[src/rtl/rv32i_types.sv]
// Shared types for the rv32i memory subsystem.
package rv32i_types;

  typedef enum logic [1:0] {
    IDLE      = 2'd0,
    SERVE_I   = 2'd1,
    SERVE_LSQ = 2'd2
  } arb_state_t;

endpackage

[src/rtl/arb_priority.sv]
// Grant selection between the fetch and LSQ clients.
// MEM_ARB_RR_EN selects round-robin tie-breaking; otherwise LSQ has fixed priority.
module arb_priority (
  input  logic i_req,
  input  logic lsq_req,
  input  logic last_grant,   // 1: LSQ was served last, 0: fetch was served last
  output logic grant_i,
  output logic grant_lsq
);

`ifdef MEM_ARB_RR_EN
  // On a tie, the client that was not served last wins.
  always_comb begin
    grant_i   = 1'b0;
    grant_lsq = 1'b0;
    if (i_req && lsq_req) begin
      grant_i   = last_grant;
      grant_lsq = ~last_grant;
    end else begin
      grant_i   = i_req;
      grant_lsq = lsq_req;
    end
  end
`else
  logic unused_last;
  assign unused_last = last_grant;

  always_comb begin
    grant_lsq = lsq_req;
    grant_i   = i_req & ~lsq_req;
  end
`endif

endmodule

[src/rtl/mem_arbiter.sv]
// Two-client (fetch, LSQ) arbiter onto a single downstream memory port.
// Define MEM_ARB_RR_EN for round-robin tie-breaking instead of LSQ fixed priority.
module mem_arbiter
  import rv32i_types::*;
#(
  parameter int width = 32
) (
  input  logic               clk,
  input  logic               rst,
  input  logic               i_mem_read,
  input  logic               i_mem_write,
  input  logic [width/8-1:0] i_mem_byte_enable,
  input  logic [width-1:0]   i_mem_address,
  input  logic [width-1:0]   i_mem_wdata,
  output logic               i_mem_resp,
  output logic [width-1:0]   i_mem_rdata,
  input  logic               lsq_mem_read,
  input  logic               lsq_mem_write,
  input  logic [width/8-1:0] lsq_mem_byte_enable,
  input  logic [width-1:0]   lsq_mem_address,
  input  logic [width-1:0]   lsq_mem_wdata,
  output logic               lsq_mem_resp,
  output logic [width-1:0]   lsq_mem_rdata,
  output logic               pmem_read,
  output logic               pmem_write,
  output logic [width/8-1:0] pmem_byte_enable,
  output logic [width-1:0]   pmem_address,
  output logic [width-1:0]   pmem_wdata,
  input  logic               pmem_resp,
  input  logic [width-1:0]   pmem_rdata
);

  localparam int BW = width / 8;

  arb_state_t        state, state_next;
  logic              r_read, r_write;
  logic [BW-1:0]     r_be;
  logic [width-1:0]  r_addr, r_wdata;
  logic              i_req, lsq_req, grant_i, grant_lsq, take, last_grant;

  assign i_req   = i_mem_read | i_mem_write;
  assign lsq_req = lsq_mem_read | lsq_mem_write;

  arb_priority u_prio (
    .i_req      (i_req),
    .lsq_req    (lsq_req),
    .last_grant (last_grant),
    .grant_i    (grant_i),
    .grant_lsq  (grant_lsq)
  );

  // A completion seen in IDLE never coincides with a new grant.
  assign take = (state == IDLE) && !pmem_resp && (grant_i || grant_lsq);

`ifdef MEM_ARB_RR_EN
  always_ff @(posedge clk or negedge rst) begin
    if (!rst)      last_grant <= 1'b0;
    else if (take) last_grant <= grant_lsq;
  end
`else
  assign last_grant = 1'b0;
`endif

  always_ff @(posedge clk or negedge rst) begin
    if (!rst) state <= IDLE;
    else      state <= state_next;
  end

  always_comb begin
    state_next = state;
    case (state)
      IDLE:              if (take) state_next = grant_lsq ? SERVE_LSQ : SERVE_I;
      SERVE_I, SERVE_LSQ: if (pmem_resp) state_next = IDLE;
      default:           state_next = IDLE;
    endcase
  end

  // Read+write together is latched as a pure write.
  always_ff @(posedge clk or negedge rst) begin
    if (!rst) begin
      r_read  <= 1'b0;
      r_write <= 1'b0;
      r_be    <= '0;
      r_addr  <= '0;
      r_wdata <= '0;
    end else if (take) begin
      if (grant_lsq) begin
        r_read  <= lsq_mem_read & ~lsq_mem_write;
        r_write <= lsq_mem_write;
        r_be    <= lsq_mem_byte_enable;
        r_addr  <= lsq_mem_address;
        r_wdata <= lsq_mem_wdata;
      end else begin
        r_read  <= i_mem_read & ~i_mem_write;
        r_write <= i_mem_write;
        r_be    <= i_mem_byte_enable;
        r_addr  <= i_mem_address;
        r_wdata <= i_mem_wdata;
      end
    end else if ((state != IDLE) && pmem_resp) begin
      r_read  <= 1'b0;
      r_write <= 1'b0;
      r_be    <= '0;
      r_addr  <= '0;
      r_wdata <= '0;
    end
  end

  assign pmem_read        = r_read;
  assign pmem_write       = r_write;
  assign pmem_byte_enable = r_be;
  assign pmem_address     = r_addr;
  assign pmem_wdata       = r_wdata;

  // A client that has dropped its request gets no completion pulse.
  always_comb begin
    i_mem_resp    = 1'b0;
    i_mem_rdata   = '0;
    lsq_mem_resp  = 1'b0;
    lsq_mem_rdata = '0;
    if ((state == SERVE_I) && pmem_resp && i_req) begin
      i_mem_resp  = 1'b1;
      i_mem_rdata = pmem_rdata;
    end
    if ((state == SERVE_LSQ) && pmem_resp && lsq_req) begin
      lsq_mem_resp  = 1'b1;
      lsq_mem_rdata = pmem_rdata;
    end
  end

endmodule

[config.mk]
export PLATFORM = sky130hd
export DESIGN_NAME = mem_arbiter
export DESIGN_NICKNAME = d
export VERILOG_FILES = /design/src/rtl/rv32i_types.sv /design/src/rtl/arb_priority.sv /design/src/rtl/mem_arbiter.sv
export SDC_FILE = /design/constraint.sdc
export NUM_CORES = 1
export LEC_CHECK = 0
export BUFFER_PORTS_ARGS = -buffer_cell sky130_fd_sc_hd__buf_2
export CAP_MARGIN = 25
export CELL_PAD_IN_SITES_DETAIL_PLACEMENT = 0
export CELL_PAD_IN_SITES_GLOBAL_PLACEMENT = 1
export CORE_MARGIN = 10
export CORE_UTILIZATION = 26
export CTS_BUF_LIST = sky130_fd_sc_hd__clkbuf_8
export DETAILED_ROUTE_END_ITERATION = 6
export PLACE_DENSITY = 0.87
export SLEW_MARGIN = 20
export SYNTH_ARGS = -nofsm -noshare
export SYNTH_HDL_FRONTEND = slang
export SYNTH_SLANG_ARGS = --single-unit
[constraint.sdc]
create_clock -name clk -period 1.7 [get_ports clk]
set_clock_uncertainty 0.15 [all_clocks]
set_input_delay 0.255 -clock clk [delete_from_list [all_inputs] [get_ports clk]]
set_output_delay 0.255 -clock clk [all_outputs]
set_load 0.02 [all_outputs]
=== Word-level counts from Yosys, hierarchy flattened ===
Cells that the tools add are included.

* Register bits: 72
* Input port bits: 175
* Output and inout bits: 136
* Logic and storage cells: 53

* Eq/ne operators: 4
* Multiplexer cells: 21
* Bitwise logic cells: 8
* Reduce and logical (&&, ||, !) cells: 14

{| class="wikitable"
|+ Operator list
! kind !! number
|-
| 32-bit 2-to-1 mux || 7
|-
| 4-bit 2-to-1 mux || 3
|-
| 1-bit logical AND || 7
|-
| 1-bit 2-to-1 mux || 7
|-
| 2-bit 2-to-1 mux || 3
|-
| 2-bit inequality test, second input constant || 2
|-
| 2-bit case mux with 2 select lines || 1
|-
| 2-bit nonzero test || 2
|-
| 1-bit AND || 3
|-
| 1-bit inverter || 3
|-
| 2-bit by 1-bit == test with 1-bit output, second input constant || 1
|-
| 2-bit == test, second input constant || 1
|-
| 2-bit logical NOT || 1
|-
| 1-bit OR || 2
|-
| 2-bit AND reduction || 1
|-
| 2-bit OR reduction || 1
|-
| 1-bit logical NOT || 1
|-
| 1-bit logical OR || 1
|}

=== Depth between registers and ports, before layout ===
Gate-level depths: netlist of run 1.

* Depth in word-level cells: 7
* Mapped depth: 6
* Mapped depth without buffers: 5

=== By module ===
From an unflattened synthesis of run 1, not the netlist that was laid out.

* Cell total of the unflattened synthesis: 333
* Area total of the unflattened synthesis: 3834.9 um^2

{| class="wikitable"
|+ Modules (own cells, without submodules)
! module !! instances !! cells each !! area each (um^2) !! seq. area each (um^2)
|-
| mem_arbiter || 1 || 331 || 3813.7 || 1801.7
|-
| arb_priority || 1 || 2 || 21.3 || 0.0
|}

=== Worst setup path after synthesis of run 1 ===
No wires, ideal clock.

* Path type: reg-to-reg
* Start: register state[0]
* End: register state[0]
* Setup time: 126 ps
* Data arrival time: 1608 ps
* Data required time: 1424 ps
* Path slack: -184 ps
* Stages on the path, launching flop included: 7
* Buffers on the path: 1
* Clock period less this slack: 1884 ps
* Cells stage by stage: dfrtp_1 > inv_1 > ha_1 > nor2b_1 > nand2_1 > buf_2 > a221o_1

* Word-level cells in the longest chain between the ends: 5
* Elaborated cells on any way between the ends: 10
* Classes of those cells: eq/ne: 4; mux: 1; reduce/logical: 5

{| class="wikitable"
|+ RTL lines
! item !! RTL line !! RTL
|-
| start: declaration || mem_arbiter.sv:35 || <nowiki>arb_state_t state, state_next;</nowiki>
|-
| start signal: assignment || mem_arbiter.sv:66 || <nowiki>else state <= state_next;</nowiki>
|-
| 2-bit logical NOT || mem_arbiter.sv:53, mem_arbiter.sv:71 ||
|-
| 1-bit logical AND (2 in a row) || mem_arbiter.sv:53 || <nowiki>assign take = (state == IDLE) && !pmem_resp && (grant_i || grant_lsq);</nowiki>
|-
| 2-bit inequality test (no source line) || n/a ||
|-
| 2-bit AND reduction (no source line) || n/a ||
|}

Parallel ways exist; a longest one is shown, timed or not.
A chain may end at the register's enable or synchronous reset.

=== Worst setup path in the final report of run 1 ===
* Start: register state[0]
* End: output i_mem_rdata[19]

* Word-level cells in the longest chain between the ends: 4

{| class="wikitable"
|+ RTL lines
! item !! RTL line !! RTL
|-
| 2-bit by 1-bit == test with 1-bit output || mem_arbiter.sv:121 || <nowiki>if ((state == SERVE_I) && pmem_resp && i_req) begin</nowiki>
|-
| 1-bit logical AND (2 in a row) || mem_arbiter.sv:121 ||
|-
| 32-bit 2-to-1 mux || mem_arbiter.sv:121 ||
|-
| end: declaration || mem_arbiter.sv:16 || <nowiki>output logic [width-1:0] i_mem_rdata,</nowiki>
|}

Every way passes these cells.

==> results.ini, run 1 <==
[yosys]
syn-cell-area_um2 = 3859
synth_edf_count = 0
seq_area_frac_synth_pct = 46.69
syn_nets = 507
yosys.area.top_type = dfrtp_1
synthCells = 329
synth_top_cell_area_share_pct = 46.69
synthArstFlopShare_pct = 100.0
synth_most_common_cell = dfrtp_1
synthTopCellsByArea = dfrtp_1 (47%), mux2i_1 (18%), o2bb2ai_1 (16%)
ys.flop_type = dfrtp_1
avgSynthCellArea_um2 = 11.73
synth_cell_types = 21
yosys-top-cells-count = dfrtp_1 (72), o2bb2ai_1 (69), mux2i_1 (68), and2_1 (66), clkbuf_1 (12)
synth-seq-cells = 72
ys.warnings.count = 0

[setup_path]
r2r-start = state[1]
crit_path_end_kind = output pin
r2r_end = pmem_wdata[16]
ff2ff_setup_slack_ns = -0.29
crit_buf_inv = 4
arrival_ns = 1.72
criticalPathCategory = flip-flop to output pin
start_kind = flip-flop
cpMostUsedCell = buf_6
slowest_delay_ns = 0.39
crit_path_start = state[0]
cp.required_ns = 1.29
cp_top_family = buffers and inverters
r2r_cells = 10
cp_max_fo = 8
cp_cell_sequence = buf_6 -> ha_4 -> nand2_4 -> nor2_4 -> buf_6 -> clkbuf_16 -> and2_4 -> buf_6
crit_slowest_cell = dfrtp_1

[cells_and_area]
n_antenna_cell = 0
drive_gt1_share_pct = 67.16
area_delta_synth_final_pct = 84.27
fin_nets = 856
final_area_um2 = 7111
fin_util_pct = 48.92
fill_cells = 1314

[timing]
layout_min_cycle_time_ns = 2.125
timing.final.crit_share_pct = 125.0
setup_viol = 138
max_freq_mhz = 470.7
rsz0062_at_grt = yes
setup_slack_ns = -0.4245
slew_viol_final = 0
max_slew.worst_pin.slew_ns = 0.3977
relSlewSlack_pct = 73.49
hold_viol = 0

[pwr]
max-vdd-ir-drop_uv = 643.4
p_int_uw = 5932
power_leakage_uw = 0.003571
comb_power_share_pct = 58.8
p_seq_share_pct = 28.2
swShare_pct = 42.04
p_sw_uw = 4304
p_clk_share_pct = 13.0
p_per_area_nw_per_um2 = 1440

[status]
status = finished, violations left
violations = setup timing

[routing]
vias = 4090
drtIter0Drc = 71
finalWirelength_mm = 17.54
dr.pass1.iters = 4
via_per_inst = 4.723
drtAntennaViolNets = 0
remaining_drc_errors = 0
wl_per_cell_um = 20.25

[die]
dieArea_um2 = 20110
start_util_pct = 26.55
die_x_um = 141.8
die_h_um = 141.8
fp-row-count = 44
ioPinCount = 311
coreArea_um2 = 14530

[clock_network]
clk-insertion-delay-late_ns = 0.36
cts_tree = built
cts_buffer_depth = 2
cts.sinks = 72
htreeDepth = 3
numCtsBuffers = 9
cts_root_buf = clkbuf_8
clk_pin_slew_ns = 0.08

[global_routing]
grt_use_met3_pct = 6.609
grt_pass1_vias = 4434
use_met2_pct = 27.16
grt.met1_usage_pct = 16.77
grt_usage_pct = 15.53
grt_max_degree = 73
overflow = 0
antenna_found_initial = 1
busiest_layer = met2
grt_pass1_wl_mm = 24.87

[worst_hold_path]
whs_path_depth = 3
hold_class = input pin to flip-flop
holdCritStartpoint = lsq_mem_wdata[0]
holdPathEnd = pmem_wdata[0]

[placement]
io_buffers = 310
dp_hpwl_mm = 12.61
place_area_um2 = 5806
place_congestion = 0.7896
pre_cts_slack_ns = -0.1301

[run]
timing.max_cap.violations = 0

## kinds of logic (layout without fill, tap and decap cells)
| group | after synthesis | after routing | share of synthesized area, % |
|---|---|---|---|
| flip-flops | 72 | 72 | 46.69 |
| multiplexers | 68 | 68 | 17.64 |
| AND/OR/NAND/NOR | 81 | 81 | 13.03 |
| buffers and inverters | 30 | 383 | 4.540 |
| AO/OA/AOI/OAI | 75 | 75 | 17.12 |
| adder cells (fa/ha/maj) | 3 | 3 | 0.9729 |
## timing repair
item | CTS | global route
hold buffers | 1 | 0
hold endpoints to repair | 72 | 0
buffers inserted | 7 | 10
pin swaps | 3 | 20
cloned | 2 | 8
gates resized for setup | 140 | 81
endpoints found under the setup margin | 86 | 138
## worst max path at each step
stage	end	cells after the start	slack, ns
final	i_mem_rdata[19]	8	-0.42
after detailed placement	pmem_wdata[4]	5	-0.13
after CTS	i_mem_rdata[23]	8	-0.41
after global routing	i_mem_rdata[19]	8	-0.48
after floorplan	state[0]	6	-0.002
after global placement	pmem_address[17]	5	-0.06
## sequential cells by signal (all words and copies together) (netlist names)
signal,flops
pmem_byte_enable,4
pmem_read,1
state,2
pmem_wdata,32
pmem_address,32
pmem_write,1
## cell type report
| cell class | instances | area, um^2 | share of cell area, % |
|---|---|---|---|
| Multi-Input combinational cell | 227 | 2187 | 30.76 |
| Timing Repair Buffer | 365 | 2695 | 37.90 |
| Sequential cell | 72 | 1802 | 25.34 |
| Inverter | 3 | 11.26 | 0.1584 |
| Tap cell | 184 | 230.2 | 3.238 |
| Clock buffer | 9 | 123.9 | 1.742 |
| Clock inverter | 6 | 61.31 | 0.8622 |
## layer usage
metal | vias to the layer above | part of all wire, % | wire length, um
li1 | 1901 | - | -
met1 | 1927 | 38 | 6635
met2 | 233 | 51 | 8957
met3 | 29 | 8.8 | 1539
met4 | 0 | 2.3 | 406
met5 | - | 0 | 0
## stage by stage
| stage | setup TNS [ns] | hold slack [ns] | instances | power, uW |
|---|---|---|---|---|
| floorplan | -0.001793 | -0.1906 | 329 | 5569 |
| global placement | -3.314 | 0.1473 | 825 | 7285 |
| detailed placement | -8.871 | 0.1533 | 825 | 7351 |
| CTS | -28.56 | 0.01733 | 849 | 9209 |
| global route | -48.31 | 0.03570 | 866 | 10860 |
| finish | -38.15 | 0.03600 | 866 | 10240 |
## worst reg2reg max path, cell delays in order, from the launching register on
cell and delay (ns):
dfrtp_1 0.36, inv_2 0.06, buf_4 0.13, buf_4 0.12, ha_2 0.17, nor2b_4 0.14
a21oi_4 0.25, buf_12 0.19, buf_4 0.13, buf_8 0.10, o2bb2ai_1 0.11
## power groups by stage
stage | sequential, uW | combinational [uW] | clock [uW]
6_report | 2890 | 6020 | 1330
5_1_grt | 2980 | 6420 | 1460
4_1_cts | 2830 | 5010 | 1370
3_5_place_dp | 2820 | 4530 | 0
3_3_place_gp | 2830 | 4460 | 0
2_1_floorplan | 3680 | 1890 | 0
## cells in the final DEF (no fill, tap or decap), drive strengths merged, types with 3 or more instances in the layout
cell type and instances:
clkinv 4, a21oi 3, nand2 3, mux2i 68
nor2 4, buf 357, nor2b 3, o2bb2ai 69
dfrtp 72, clkbuf 16, and2 66, inv 3
ha 3
Note: power is estimated with default switching activity, not from simulation.
==> inputs of run 2 (changes only) <==
--- a/config.mk
+++ b/config.mk
@@ -13,6 +13,7 @@
 export CORE_UTILIZATION = 26
 export CTS_BUF_LIST = sky130_fd_sc_hd__clkbuf_8
 export DETAILED_ROUTE_END_ITERATION = 6
+export GPL_TIMING_DRIVEN = 0
 export PLACE_DENSITY = 0.87
 export SLEW_MARGIN = 20
 export SYNTH_ARGS = -nofsm -noshare
==> results.ini, run 2 (synthesized netlist as in run 1, its figures left out) <==
[status]
status = finished, violations left  ; unchanged
violations = setup timing  ; unchanged

[pwr]
power_leakage_uw = 0.003415  ; was 0.003571 uW
swShare_pct = 42.07  ; was 42.04%
p_int_uw = 5516  ; was 5932 uW
max-vdd-ir-drop_uv = 696.9  ; was 643.4 uV
p_per_area_nw_per_um2 = 1409  ; was 1440 nW/um^2
comb_power_share_pct = 54.2  ; was 58.8%
p_sw_uw = 4005  ; was 4304 uW
p_seq_share_pct = 29.7  ; was 28.2%
p_clk_share_pct = 16.1  ; was 13.0%

[timing]
layout_min_cycle_time_ns = 2.137  ; was 2.125 ns
fin_tns_setup_ns = -27.64  ; was -38.15 ns
rsz0062_at_grt = yes  ; unchanged
relSlewSlack_pct = 52.12  ; was 73.49%
setup_viol = 137  ; was 138
max_freq_mhz = 468.0  ; was 470.7 MHz
timing.final.crit_share_pct = 125.7  ; was 125.0%
setup_slack_ns = -0.4367  ; was -0.4245 ns
max_slew.worst_pin.slew_ns = 0.7182  ; was 0.3977 ns
hold_viol = 0  ; unchanged
slew_viol_final = 0  ; unchanged

[setup_path]
endpoint = i_mem_rdata[11]  ; was i_mem_rdata[19]
cp.required_ns = 1.29  ; about the same
criticalPathCategory = flip-flop to output pin  ; unchanged
slowest_delay_ns = 0.43  ; was 0.39 ns
r2r_cells = 6  ; was 10
crit_path_end_kind = output pin  ; unchanged
r2r-start = state[0]  ; was state[1]
r2r_end = state[0]  ; was pmem_wdata[16]
start_kind = flip-flop  ; unchanged
cp_max_fo = 10  ; was 8
arrival_ns = 1.73  ; was 1.72 ns
ff2ff_setup_slack_ns = -0.19  ; was -0.29 ns
cp_cell_sequence = inv_2 -> ha_2 -> nand2_2 -> nor2_4 -> buf_12 -> buf_8 -> and2_1 -> buf_6  ; was buf_6 -> ha_4 -> nand2_4 -> nor2_4 -> buf_6 -> clkbuf_16 -> and2_4 -> buf_6
crit_path_start = state[1]  ; was state[0]
crit_slowest_cell = dfrtp_1  ; unchanged

[cells_and_area]
final_common_cell = buf_2  ; unchanged
layoutNonFillerInstCount = 852  ; was 866
fin_util_pct = 46.49  ; was 48.92%
n_antenna_cell = 0  ; unchanged
area_delta_synth_final_pct = 75.10  ; was 84.27%
fin_nets = 842  ; was 856
drive_gt1_share_pct = 64.52  ; was 67.16%
final_cell_mix = buf_2 (250), buf_6 (73), dfrtp_1 (72)  ; was buf_2 (243), buf_6 (72), dfrtp_1 (72)

[run]
timing.max_cap.violations = 0  ; unchanged

[routing]
routed.top_layer = met4  ; unchanged
wl_met3_mm = 1.736  ; was 1.539 mm
dr_wl_met2_mm = 8.326  ; was 8.957 mm
drtAntennaViolNets = 0  ; unchanged
drtIter0Drc = 115  ; was 71
finalWirelength_mm = 16.97  ; was 17.54 mm
m1WireLength_mm = 6.624  ; was 6.635 mm
via_per_inst = 4.616  ; was 4.723
vias = 3933  ; was 4,090
dr.pass1.iters = 4  ; unchanged
wl_per_cell_um = 19.92  ; was 20.25 um
remaining_drc_errors = 0  ; unchanged

[global_routing]
grt_max_degree = 43  ; was 73
grt_usage_pct = 15.78  ; was 15.53%
grt_pass1_vias = 4451  ; was 4,434
antenna_found_initial = 1  ; unchanged
grt_pass1_wl_mm = 25.19  ; was 24.87 mm
overflow = 0  ; unchanged

[worst_hold_path]
hold_class = input pin to flip-flop  ; unchanged
whs_path_depth = 3  ; unchanged

[placement]
place_congestion = 0.8298  ; was 0.7896
dp_cells = 824  ; was 825
dp_hpwl_mm = 13.09  ; was 12.61 mm
pre_cts_slack_ns = -0.5462  ; was -0.1301 ns
io_buffers = 310  ; unchanged

[die]
fp-row-count = 44  ; unchanged
die_x_um = 141.8  ; unchanged
coreArea_um2 = 14530  ; unchanged
dieArea_um2 = 20110  ; unchanged
ioPinCount = 311  ; unchanged
start_util_pct = 26.55  ; unchanged
die_h_um = 141.8  ; unchanged

[clock_network]
cts_buffer_depth = 2  ; unchanged
cts.sinks = 72  ; unchanged
htreeDepth = 3  ; unchanged
clk-insertion-delay-late_ns = 0.35  ; was 0.36 ns
cts_root_buf = clkbuf_8  ; unchanged
clk_pin_slew_ns = 0.09  ; was 0.08 ns
numCtsBuffers = 9  ; unchanged
cts_tree = built  ; unchanged

==> run 2: changes by cell type in the layout (fill, tap and decap cells not counted), moves of 3 or more <==
cell and delta:
clkbuf_1 +4, buf_4 -24, buf_12 -5, buf_2 +7, and2_4 +23, clkinv_2 -3, o2bb2ai_1 +26, and2_2 -8
o2bb2ai_2 -26, and2_1 -15, buf_8 +9, clkbuf_16 -6
==> run 2: power by group through the flow <==
stage / logic (uW) / registers, uW / clock network, uW
2_1_floorplan: 1890 / 3680 / 0
3_3_place_gp: 4450 / 2820 / 0
3_5_place_dp: 4510 / 2830 / 0
4_1_cts: 4980 / 2830 / 1580
5_1_grt: 5550 / 2920 / 1640
6_report: 5160 / 2830 / 1530
==> run 2: how the worst min path moves through the flow <==
stage | startpoint | end | slack [ns]
final | lsq_mem_wdata[27] | pmem_wdata[27] | 0.04
after global routing | lsq_mem_address[24] | pmem_address[24] | 0.04
after CTS | lsq_mem_wdata[27] | pmem_wdata[27] | 0.02
after detailed placement | rst | pmem_wdata[8] | 0.08
after global placement | pmem_wdata[10] | pmem_wdata[10] | 0.31
after floorplan | rst | pmem_address[0] | -0.19
==> run 2: metal layers <==
layer	up-vias	GRT usage (%)
met5	-	0
met2	216	27.87
met1	1834	16.77
met3	14	6.976
li1	1869	-
met4	0	3.927
==> run 2: worst max-delay path: cells and delay by family, from the launching register on <==
family	cells	cell delay [ns]
buffers and inverters	4	0.47
DFF	1	0.43
and+or+nand+nor	3	0.32
adders and majority gates	1	0.16
==> run 2: area by class of cell <==
class | instances | area, um^2
multi-input cells | 227 | 2079
flip-flops and latches | 72 | 1802
repair buffers | 324 | 2180
clock buffers | 9 | 123.9
plain buffers | 27 | 236.5
inverters | 3 | 11.26
clock inverters | 6 | 93.84
well taps | 184 | 230.2
fillers | 1343 | 7777
==> run 2: stage by stage <==
step | area [um^2] | total power, uW | hold WS [ns]
floorplan | 3887 | 5569 | -0.1906
global placement | 5669 | 7268 | 0.3145
detailed placement | 5692 | 7338 | 0.07912
finish | 6756 | 9522 | 0.04384
global route | 6756 | 10110 | 0.04107
CTS | 6485 | 9393 | 0.02002
==> run 2: repair_timing <==
action / 4_1_cts / 5_1_grt
hold buffers: 1 / 0
resized for setup: 152 / 86
setup endpoints to repair: 138 / 138
cloned: 4 / 1
setup buffers: 5 / 4
hold endpoints to repair: 30 / 0
pin swaps: 8 / 18
==> inputs of run 3 (changes only) <==
--- a/config.mk
+++ b/config.mk
@@ -15,6 +15,8 @@
 export DETAILED_ROUTE_END_ITERATION = 6
 export GPL_TIMING_DRIVEN = 0
 export PLACE_DENSITY = 0.87
+export RECOVER_POWER = 50
+export REMOVE_ABC_BUFFERS = 1
 export SLEW_MARGIN = 20
 export SYNTH_ARGS = -nofsm -noshare
 export SYNTH_HDL_FRONTEND = slang
==> results.ini, run 3 (synthesized netlist as in run 1, its figures left out) <==
[status]
status = finished, violations left  ; unchanged
violations = setup timing  ; unchanged

[setup_path]
r2r-start = state[0]  ; unchanged
criticalPathCategory = flip-flop to output pin  ; unchanged
r2r_end = pmem_wdata[23]  ; was state[0]
cp_cell_sequence = buf_4 -> ha_4 -> nand2_4 -> nor2_4 -> buf_6 -> buf_12 -> and2_4 -> buf_6  ; was inv_2 -> ha_2 -> nand2_2 -> nor2_4 -> buf_12 -> buf_8 -> and2_1 -> buf_6
cp.required_ns = 1.29  ; about the same
arrival_ns = 1.74  ; was 1.73 ns
cp_max_fo = 8  ; was 10
crit_path_end_kind = output pin  ; unchanged
slowest_delay_ns = 0.40  ; was 0.43 ns
cpMostUsedCell = buf_6
crit_slowest_cell = dfrtp_1  ; unchanged
ff2ff_setup_slack_ns = -0.32  ; was -0.19 ns
start_kind = flip-flop  ; unchanged
r2r_cells = 6  ; unchanged

[cells_and_area]
n_antenna_cell = 0  ; unchanged
drive_gt1_share_pct = 62.40  ; was 64.52%
final_common_cell = buf_2  ; unchanged
multi_input_area_um2 = 2063  ; was 2079 um^2
final_area_um2 = 6745  ; was 6756 um^2
final_cell_mix = buf_2 (243), dfrtp_1 (72), o2bb2ai_1 (69)  ; was buf_2 (250), buf_6 (73), dfrtp_1 (72)
regArea_um2 = 1802  ; unchanged
layoutNonFillerInstCount = 841  ; was 852
fin_nets = 830  ; was 842
area_delta_synth_final_pct = 74.81  ; was 75.10%
fill_cells = 1323  ; was 1,343

[placement]
dp_cells = 804  ; was 824
io_buffers = 310  ; unchanged
place_congestion = 0.7330  ; was 0.8298
dp_hpwl_mm = 11.60  ; was 13.09 mm
place_area_um2 = 5669  ; was 5692 um^2

[routing]
dr.pass1.iters = 4  ; unchanged
wl_per_cell_um = 18.97  ; was 19.92 um
via_per_inst = 4.656  ; was 4.616
finalWirelength_mm = 15.95  ; was 16.97 mm
drtIter0Drc = 90  ; was 115
drtAntennaViolNets = 0  ; unchanged
remaining_drc_errors = 0  ; unchanged
vias = 3916  ; was 3,933

[timing]
setup_slack_ns = -0.4426  ; was -0.4367 ns
slew_viol_final = 0  ; unchanged
max_freq_mhz = 466.7  ; was 468.0 MHz
hold_viol = 0  ; unchanged
setup_viol = 138  ; was 137
layout_min_cycle_time_ns = 2.143  ; was 2.137 ns
rsz0062_at_grt = yes  ; unchanged
max_slew.worst_pin.slew_ns = 0.8326  ; was 0.7182 ns
relSlewSlack_pct = 44.49  ; was 52.12%
timing.final.crit_share_pct = 126.0  ; was 125.7%

[run]
timing.max_cap.violations = 0  ; unchanged

[die]
dieArea_um2 = 20110  ; unchanged
fp-row-count = 44  ; unchanged
coreArea_um2 = 14530  ; unchanged
die_x_um = 141.8  ; unchanged
ioPinCount = 311  ; unchanged
start_util_pct = 26.55  ; unchanged
die_h_um = 141.8  ; unchanged

[pwr]
total_power_uw = 9565  ; was 9522 uW
p_per_area_nw_per_um2 = 1418  ; was 1409 nW/um^2
max-vdd-ir-drop_uv = 677.0  ; was 696.9 uV
power_leakage_uw = 0.003398  ; was 0.003415 uW

[clock_network]
cts.sinks = 72  ; unchanged
clk_pin_slew_ns = 0.09  ; about the same
clk-insertion-delay-late_ns = 0.34  ; was 0.35 ns
cts_root_buf = clkbuf_8  ; unchanged
cts_tree = built  ; unchanged
htreeDepth = 3  ; unchanged
numCtsBuffers = 9  ; unchanged
cts_buffer_depth = 2  ; unchanged

[global_routing]
grt_pass1_vias = 4217  ; was 4,451
grt_max_degree = 68  ; was 43
grt_usage_pct = 14.14  ; was 15.78%
grt_pass1_wl_mm = 23.18  ; was 25.19 mm
antenna_found_initial = 0  ; was 1
overflow = 0  ; unchanged

[worst_hold_path]
whs_path_depth = 3  ; unchanged
holdCritStartpoint = lsq_mem_byte_enable[0]  ; was lsq_mem_wdata[27]
hold_class = input pin to flip-flop  ; unchanged
holdPathEnd = pmem_byte_enable[0]  ; was pmem_wdata[27]

-- run 3: cell types whose count changed in the layout (fill, tap and decap cells not counted), moves of 7 or more --
| cell | previous run | this run |
|---|---|---|
| buf_2 | 250 | 243 |
| buf_4 | 5 | 13 |
| buf_6 | 73 | 65 |
| and2_1 | 9 | 21 |
| buf_8 | 11 | 2 |
| and2_4 | 57 | 45 |
-- run 3: worst max path at each step --
stage                       start                 to  slack, ns  depth (start not counted)
global route             state[1]  lsq_mem_rdata[25]      -0.53                          7
floorplan           lsq_mem_write   lsq_mem_rdata[0]      -1.65                          3
CTS                      state[1]     i_mem_rdata[7]      -0.41                          7
finish                   state[0]    i_mem_rdata[16]      -0.44                          8
global placement    lsq_mem_write  lsq_mem_rdata[30]      -2.65                          5
detailed placement       state[1]    i_mem_rdata[26]      -0.53                          6
-- run 3: area by class of cell --
type	count	area share [%]
Clock buffer	10	2.040
Clock inverter	6	1.595
Inverter	3	0.1669
Multi-Input combinational cell	228	30.59
Sequential cell	72	26.71
Tap cell	184	3.413
Timing Repair Buffer	338	35.49
-- run 3: worst max-delay path, delay by kind of cell, from the launching register on --
kind / cells / cell delay (ns)
buffers and inverters: 4 / 0.54
DFF: 1 / 0.40
and+or+nand+nor: 3 / 0.29
adders and majority gates: 1 / 0.15
-- run 3: metal layers --
layer | wire, um | track usage (%)
met2 | 8113 | 25.01
met3 | 1566 | 6.041
met1 | 5949 | 14.81
met4 | 322 | 4.303
met5 | 0 | 0
-- run 3: power breakdown --
part	internal (uW)	switching, uW	total [uW]
clock network	1010	669	1680
registers	2430	371	2800
logic	2210	2880	5080
-- run 3: per-stage QoR --
step,TNS [ns],hold WS (ns),worst slack [ns],utilization [%]
2_1_floorplan,-131.10,-0.1906,-1.649,-
3_3_place_gp,-251.60,0.3162,-2.655,37.68
3_5_place_dp,-49.98,0.08056,-0.5338,39.01
4_1_cts,-44.58,0.02789,-0.4090,44.39
5_1_grt,-60.30,0.03840,-0.5287,46.41
6_report,-46.60,0.04589,-0.4426,46.41
-- run 3: timing repair --
| action | 4_1_cts | 5_1_grt |
|---|---|---|
| setup buffers | 11 | 3 |
| resized for setup | 122 | 67 |
| endpoints found under the hold margin | 32 | 0 |
| hold buffers | 1 | 0 |
| cloned | 2 | 4 |
| pin swaps | 9 | 23 |
| endpoints found under the setup margin | 138 | 138 |
